**config.mk**
```make
export PLATFORM = sky130hd
export DESIGN_NAME = expr_tx
export DESIGN_NICKNAME = d
export VERILOG_FILES = /design/src/rtl/expr_tx.sv
export SDC_FILE = /design/constraint.sdc
export NUM_CORES = 1
export LEC_CHECK = 0
export BUFFER_PORTS_ARGS = -buffer_cell sky130_fd_sc_hd__buf_2
export CAP_MARGIN = 20
export CELL_PAD_IN_SITES_DETAIL_PLACEMENT = 1
export CELL_PAD_IN_SITES_GLOBAL_PLACEMENT = 1
export CORE_MARGIN = 2
export CORE_UTILIZATION = 35
export CTS_CLUSTER_SIZE = 8
export DETAILED_ROUTE_END_ITERATION = 7
export GPL_TIMING_DRIVEN = 0
export PLACE_DENSITY = 0.78
export SYNTH_ARGS = -nofsm -noshare
export SYNTH_HDL_FRONTEND = slang
export SYNTH_SLANG_ARGS = --single-unit
```
**constraint.sdc**
```tcl
create_clock -name clk -period 1.95 [get_ports clk]
set_input_delay 0.0975 -clock clk [delete_from_list [all_inputs] [get_ports clk]]
set_output_delay 0.0975 -clock clk [all_outputs]
set_load 0.02 [all_outputs]
```
**src/rtl/expr_tx.sv**
```systemverilog
// Serialises a latched BCD expression (digit (op digit)*) as ASCII bytes over
// a valid/ready handshake, with done/err status pulses.
module expr_tx (
    input  logic        clk,
    input  logic        clr,
    input  logic        start,
    input  logic [3:0]  terms,
    input  logic [31:0] digits,
    input  logic [6:0]  ops,
    input  logic        ready,
    output logic [7:0]  out,
    output logic        valid,
    output logic        busy,
    output logic        done,
    output logic        err
);

    typedef enum logic [1:0] {IDLE, DIGIT, OP, FIN} state_t;

    state_t      state_q;
    logic [2:0]  idx_q;
    logic [3:0]  terms_q;
    logic [31:0] digits_q;
    logic [6:0]  ops_q;
    logic [7:0]  out_q;
    logic        valid_q;
    logic        busy_q;
    logic        done_q;
    logic        err_q;

    logic [2:0]  idx_d;
    logic        lastTerm;
    logic        termsLegal;
    logic [3:0]  nextNibble;
    logic [3:0]  firstNibble;

    function automatic logic [7:0] digitChar(input logic [3:0] nib);
        return (nib > 4'd9) ? 8'h39 : (8'h30 + {4'h0, nib});
    endfunction

    function automatic logic [7:0] opChar(input logic isMul);
        return isMul ? 8'h2A : 8'h2B;
    endfunction

    always_comb begin
        idx_d       = idx_q + 3'd1;
        lastTerm    = ({1'b0, idx_q} == (terms_q - 4'd1));
        termsLegal  = (terms != 4'd0) && (terms <= 4'd8);
        nextNibble  = digits_q[{idx_q, 2'b00} +: 4];
        firstNibble = digits[3:0];
    end

    // Outputs are registered and updated together with the state they belong to,
    // so out/valid simply hold whenever no byte is accepted.
    always_ff @(posedge clk or posedge clr) begin
        if (clr) begin
            state_q  <= IDLE;
            idx_q    <= 3'd0;
            terms_q  <= 4'd0;
            digits_q <= 32'd0;
            ops_q    <= 7'd0;
            out_q    <= 8'h00;
            valid_q  <= 1'b0;
            busy_q   <= 1'b0;
            done_q   <= 1'b0;
            err_q    <= 1'b0;
        end else begin
            done_q <= 1'b0;
            err_q  <= 1'b0;
            case (state_q)
                IDLE: begin
                    if (start) begin
                        if (termsLegal) begin
                            terms_q  <= terms;
                            digits_q <= digits;
                            ops_q    <= ops;
                            idx_q    <= 3'd0;
                            out_q    <= digitChar(firstNibble);
                            valid_q  <= 1'b1;
                            busy_q   <= 1'b1;
                            state_q  <= DIGIT;
                        end else begin
                            err_q <= 1'b1;
                        end
                    end
                end
                DIGIT: begin
                    if (ready) begin
                        if (lastTerm) begin
                            out_q   <= 8'h00;
                            valid_q <= 1'b0;
                            busy_q  <= 1'b0;
                            done_q  <= 1'b1;
                            state_q <= FIN;
                        end else begin
                            out_q   <= opChar(ops_q[idx_q]);
                            idx_q   <= idx_d;
                            state_q <= OP;
                        end
                    end
                end
                OP: begin
                    if (ready) begin
                        out_q   <= digitChar(nextNibble);
                        state_q <= DIGIT;
                    end
                end
                FIN: begin
                    idx_q   <= 3'd0;
                    state_q <= IDLE;
                end
                default: begin
                    state_q <= IDLE;
                end
            endcase
        end
    end

    assign out   = out_q;
    assign valid = valid_q;
    assign busy  = busy_q;
    assign done  = done_q;
    assign err   = err_q;

endmodule

```
==> results of run 1 <==
## placed cells by master, fill, tap and decap left out, types with 4 or more instances in the layout
master,count
buf_6,6
clkbuf_8,13
buf_4,10
a21oi_1,4
o21ai_0,6
ha_1,5
mux2_2,42
nor2_1,13
nor2b_1,4
buf_2,56
inv_1,9
mux4_2,8
dlygate4sd3_1,30
nand2_1,11
mux2i_1,5
dfrtp_1,56
## cell families after synthesis
kind of cell             synth area share [%]
multiplexers                            25.65
flip-flops                              50.60
AND/OR/NAND/NOR                         6.658
AO/OA/AOI/OAI                           7.502
buffers and inverters                   4.616
adder cells (fa/ha/maj)                 3.107
XOR/XNOR                                1.731
other                                  0.1330
## how the worst min path moves through the flow
stage,start,to,slack (ps),cells past startpoint
after floorplan,terms[0],terms_q[0],210,2
after global placement,ops[3],ops_q[3],330,2
after detailed placement,clr,ops_q[0],200,2
after CTS,ops[4],ops_q[4],0.7,2
after global routing,ops[4],ops_q[4],4,2
final,ops[4],ops_q[4],3,2
## registers in the layout, summed over array words and instances, names as in the netlist
register	cells
digits_q	32
ops_q	7
out	6
terms_q	4
idx_q	3
state_q	2
busy	1
done	1
err	1
## per-stage QoR
| step | total power [W] | util, % | hold slack, ps |
|---|---|---|---|
| finish | 0.006152 | 51.14 | 3.067 |
| global route | 0.006554 | 51.14 | 3.579 |
| detailed placement | 0.004470 | 41.85 | 196.6 |
| global placement | 0.004315 | 41.59 | 331.4 |
| floorplan | 0.003839 | - | 214.3 |
| CTS | 0.005774 | 48.79 | 0.7468 |
## report_power, final
part / leakage [nW] / switching [W] / internal (W) / total, W
clock network: 0.112 / 0.000475 / 0.000721 / 0.00120
logic: 0.984 / 0.00130 / 0.00156 / 0.00286
registers: 0.679 / 0.000341 / 0.00176 / 0.00210
## timing repair
item	CTS	global route
hold buffers	30	0
setup buffers	0	8
pin swaps	0	5
hold endpoints to repair	53	0
gates resized for setup	9	21
endpoints found under the setup margin	45	44
gates cloned	0	1
## layout make-up
type	count	area (um2)	share of cell area (%)
clock inverter	2	35.03	0.8819
inverter	11	41.29	1.039
multi-input combinational	137	1331	33.51
timing repair buffer	96	698.2	17.57
sequential	57	1428	35.94
clock buffer	13	178.9	4.504
tap	102	127.6	3.213
buffer	12	132.6	3.339
## layer usage
metal  vias up  global-route usage (%)
met4         0                   8.575
met1      1049                   21.61
met2        44                   27.02
li1        986                       -
met3        13                   3.050
met5         -                       0
==> metrics.cfg, run 1 <==
[status]
outcome=finished, final reports clean

[power_and_ir_drop]
p_leak_nw=1.774
power_density_nw_per_um2=1549
peakVddDrop_v=0.0005181

[synthesis]
syn_inst=217
yosysWarnings=0
synth.distinct_cells=37
synth_top_area_share_pct=50.60
synth.yosys.seq_area_share_pct=50.60
synth.most_common_cell=dfrtp_1
synth.area.top_cells=dfrtp_1 51%, mux2_2 17%, mux4_2 6.4%
synth_common_cells=57 x dfrtp_1, 42 x mux2_2, 13 x nor2_1
synth_area_um2=2819
synth_edf_count=0
ys.flop_type=dfrtp_1
async_reset_ff_share_pct=100.0
synth_area_per_cell_um2=12.99
ys_seq_elements=57
synth.largest_area_cell=dfrtp_1

[detailed_routing]
vias=2092
wl_met2_um=3574
drtIter0Drc=43
met3WireLength_um=253
m1WireLength_um=3105
drc=0
dr.pass1.iters=4
drt_wl_total_um=7096
final_antenna_net_count=0
wire_per_inst_um=16.50
drt-vias-per-instance=4.865
dr.max_layer_used=met4

[floorplan]
start_util_pct=36.29
dieArea_um2=8788
die_w_um=93.75
dieHeight_um=93.75
rows=32
io_pins=59
coreArea_um2=7767

[timing]
min_period_ps=1916
worstMarginPinSlew_ps=586.0
hold_viol=0
max_freq_ghz=0.5220
grt_setup_unrepaired=true
fin_crit_sh_pct=98.24
finalSetupViolCount=0
slew_headroom_pct=60.88
setup_ws_ps=34.30
slew_violations=0
finalSetupTns_ps=0
skew_ps=9.577

[worst_setup_path]
crit_cells=8
cp-start-kind=flop
slowest_stage=dfrtp_1
crit_end=out[3]
worstSetupEndpointType=flop
crit_buf_inv=3
worstPathArrival_ps=2140
worstPathCellList=buf_6 > buf_12 > buf_12 > xor2_1 > nand3_2 > o21ai_4 > nand3_2 > o221a_1
worstReg2RegStart=idx_q[0]
critPathLaunch=idx_q[0]
max_stage_delay_ps=390
criticalPathCategory=reg -> reg
ff2ff_setup_slack_ps=30
crit_family=compound AO/OA/AOI/OAI gates
timing.rr.end=out[3]
r2r_cells=8
cp_max_fo=6
worstPathRequired_ps=2170

[place]
place_inst=377
place.gp.congestion=0.7262
placed_cell_area_um2=3251
post-place-ws_ps=-286.4
portBuffers=56
hpwl_um=4871

[finish]
fin_cells=430
area_growth_pct=40.92
num-fill-cells=837
antenna_cells=0
fin_nets=378
drive_gt1_share_pct=48.48
design_area_um2=3973

[clocking]
htreeDepth=3
worstSkewPairLatency_ps=340
cts.sinks=57
cts_tree=built
clk_pin_slew_ps=70
clock-root-buffer=clkbuf_8
cts.path.max_buffers=2
cts_buffers=9

[global_routing]
grt_pass1_wl_um=11130
antenna_found_initial=0
grt_pass1_vias=2215
grt_use_total_pct=16.78
gr-total-overflow=0
grt_max_degree=34

[job]
cap_viol_max_count=0

[worst_hold_path]
hold_path.class=in -> reg

Power figures use the tool's default switching activity.
==> inputs of run 2 (changes only) <==
--- a/config.mk
+++ b/config.mk
@@ -11,9 +11,9 @@
 export CELL_PAD_IN_SITES_GLOBAL_PLACEMENT = 1
 export CORE_MARGIN = 2
-export CORE_UTILIZATION = 35
+export CORE_UTILIZATION = 44
 export CTS_CLUSTER_SIZE = 8
 export DETAILED_ROUTE_END_ITERATION = 7
 export GPL_TIMING_DRIVEN = 0
-export PLACE_DENSITY = 0.78
+export PLACE_DENSITY = 0.92
 export SYNTH_ARGS = -nofsm -noshare
 export SYNTH_HDL_FRONTEND = slang
==> constraint.sdc (replaced) <==
create_clock -name clk -period 1.95 [get_ports clk]
set_input_delay 0.195 -clock clk [delete_from_list [all_inputs] [get_ports clk]]
set_output_delay 0.195 -clock clk [all_outputs]
set_load 0.02 [all_outputs]
==> metrics.cfg, run 2 (synthesis gave the netlist of run 1 again) <==
[status]
outcome=finished, violations left
violations=setup timing

[detailed_routing]
drc=0  ; unchanged
drtIter0Drc=113  ; +160%
drt-vias-per-instance=5.636  ; +16%
drt_wl_total_um=7980  ; +12%
wire_per_inst_um=21.34  ; +29%
vias=2108  ; +0.76%
dr.pass1.iters=4  ; unchanged
final_antenna_net_count=0  ; unchanged

[power_and_ir_drop]
p_sw_w=0.002285  ; +8.0%
p_leak_nw=1.632  ; -8.0%
swShare_pct=37.04  ; +2.7 points
p_comb_share_pct=46.6  ; +0.2 points
totalPowerFinal_w=0.006169  ; +0.27%
pwr-share-clk_pct=18.5  ; -0.9 points
power_density_nw_per_um2=1709  ; +10%
p_seq_share_pct=34.9  ; +0.8 points
internal_power_w=0.003884  ; -3.8%
peakVddDrop_v=0.0008762  ; +69%

[worst_hold_path]
min_to=digits_q[11]
min_from=digits[11]
hold_path.class=in -> reg
holdPathStages=2  ; unchanged

[clocking]
cts_buffers=9  ; unchanged
cts.sinks=57  ; unchanged
worstSkewPairLatency_ps=360  ; +20 ps
htreeDepth=3  ; unchanged
cts.path.max_buffers=2  ; unchanged
cts_tree=built
clock-root-buffer=clkbuf_8
clk_pin_slew_ps=70  ; about the same

[worst_setup_path]
worstReg2RegStart=idx_q[0]
r2r_cells=6  ; -2
worstPathArrival_ps=2200  ; +60 ps
criticalPathCategory=reg -> reg
crit_family=multiplexers
crit_buf_inv=1  ; -2
slowest_stage=mux4_2
worstPathRequired_ps=2180  ; about the same
worstPathCellList=buf_6 > mux4_2 > mux2i_2 > a211o_1 > nand2_1 > o22a_1
ff2ff_setup_slack_ps=-10  ; -50 ps
timing.rr.end=out[0]
max_stage_delay_ps=550  ; +160 ps
cp-start-kind=flop
cp_max_fo=6  ; unchanged
worstSetupEndpointType=flop

[global_routing]
grt_max_degree=45  ; +32%
grt_use_met2_pct=39.75  ; +13 points
busiest_layer=met2
antenna_found_initial=0  ; unchanged
gr-total-overflow=0  ; unchanged
grt_pass1_vias=2336  ; +5.5%
grt_pass1_wl_um=11870  ; +6.6%
met1_usage_pct=24.84  ; +3.2 points
grt_use_met3_pct=3.956  ; +0.91 points
grt_use_total_pct=22.21  ; +5.4 points

[timing]
min_period_ps=1962  ; +46.37 ps
hold_viol=0  ; unchanged
grt_setup_unrepaired=true
fin_crit_sh_pct=100.6  ; +2.4 points
skew_ps=9.497  ; -0.07971 ps
slew_violations=0  ; unchanged
finalSetupViolCount=1  ; +1
setup_ws_ps=-12.07  ; -46.37 ps
max_freq_ghz=0.5097  ; -2.4%

[place]
place_inst=352  ; -6.6%
place.gp.congestion=0.7651  ; +5.4%
hpwl_um=5125  ; +5.2%
portBuffers=56  ; unchanged
post-place-ws_ps=-252.3  ; +34.10 ps
placed_cell_area_um2=3219  ; -0.96%

[finish]
seqCellArea_um2=1428  ; unchanged
most-common-layout-cells=56 x dfrtp_1, 56 x buf_2, 42 x mux2_2
drive_gt1_share_pct=52.53  ; +4.0 points
area_growth_pct=28.05
largest_reg_flops=32  ; unchanged
fin_nets=347  ; -8.2%
utilization_pct=57.50  ; +6.4 points
num-fill-cells=660  ; -21%
antenna_cells=0  ; unchanged
multi_input_area_um2=1340  ; +0.66%
design_area_um2=3610  ; -9.1%
max_flop_register=digits_q
fin_cells=374  ; -13%

[floorplan]
dieArea_um2=7063  ; -20%
dieHeight_um=84.04  ; -10%
coreArea_um2=6277  ; -19%
io_pins=59  ; unchanged
start_util_pct=44.91  ; +8.6 points
die_w_um=84.04  ; -10%
rows=29  ; -9.4%

[job]
cap_viol_max_count=0  ; unchanged

[run 2: cell types whose count changed in the layout (fill, tap and decap cells not counted), sizes merged]
cell,delta
clkinv,+1
dlygate4sd3,-29
clkbuf,-1
buf,-2
[run 2: final cells by class]
type	count	area share, %
multi-input cells	137	37.12
clock buffers	12	4.298
clock inverters	3	1.109
well taps	77	2.669
inverters	11	1.144
plain buffers	12	3.570
flip-flops and latches	57	39.55
repair buffers	65	10.54
[run 2: stage by stage]
| step | hold WS [ps] | TNS, ps |
|---|---|---|
| after detailed placement | 178.4 | -4030 |
| after CTS | 76.93 | -10.71 |
| after global routing | 76.18 | -643.6 |
| final | 70.05 | -12.07 |
| after global placement | 426.2 | -18390 |
| after floorplan | 311.8 | 0 |
[run 2: how the worst max path moves through the flow]
| stage | slack (ps) | cells after the start | from | end |
|---|---|---|---|---|
| 6_report | -10 | 6 | idx_q[0] | out[0] |
| 5_1_grt | -110 | 7 | terms_q[0] | idx_q[0] |
| 4_1_cts | -6 | 7 | state_q[1] | digits_q[24] |
| 3_5_place_dp | -250 | 6 | idx_q[2] | out[3] |
| 3_3_place_gp | -310 | 2 | clr | out[1] |
| 2_1_floorplan | 180 | 7 | idx_q[0] | out[0] |
[run 2: repair_timing]
action / in CTS / in global routing
hold buffers: 1 / 0
setup endpoints to repair: 45 / 45
hold endpoints to repair: 13 / 0
cloned: 0 / 1
pin swaps: 0 / 4
setup buffers: 0 / 6
resized for setup: 14 / 16
[run 2: power by group through the flow]
stage / logic, W / clock network, W / registers [W]
2_1_floorplan: 0.00176 / 0 / 0.00208
3_3_place_gp: 0.00223 / 0 / 0.00206
3_5_place_dp: 0.00236 / 0 / 0.00213
4_1_cts: 0.00247 / 0.00113 / 0.00213
5_1_grt: 0.00308 / 0.00121 / 0.00222
6_report: 0.00288 / 0.00114 / 0.00215
[run 2: routing by layer]
| metal | part of all wire (%) | vias to the layer above |
|---|---|---|
| li1 | - | 923 |
| met5 | 0 | - |
| met1 | 39 | 1087 |
| met2 | 53 | 73 |
| met4 | 3.6 | 0 |
| met3 | 3.6 | 25 |
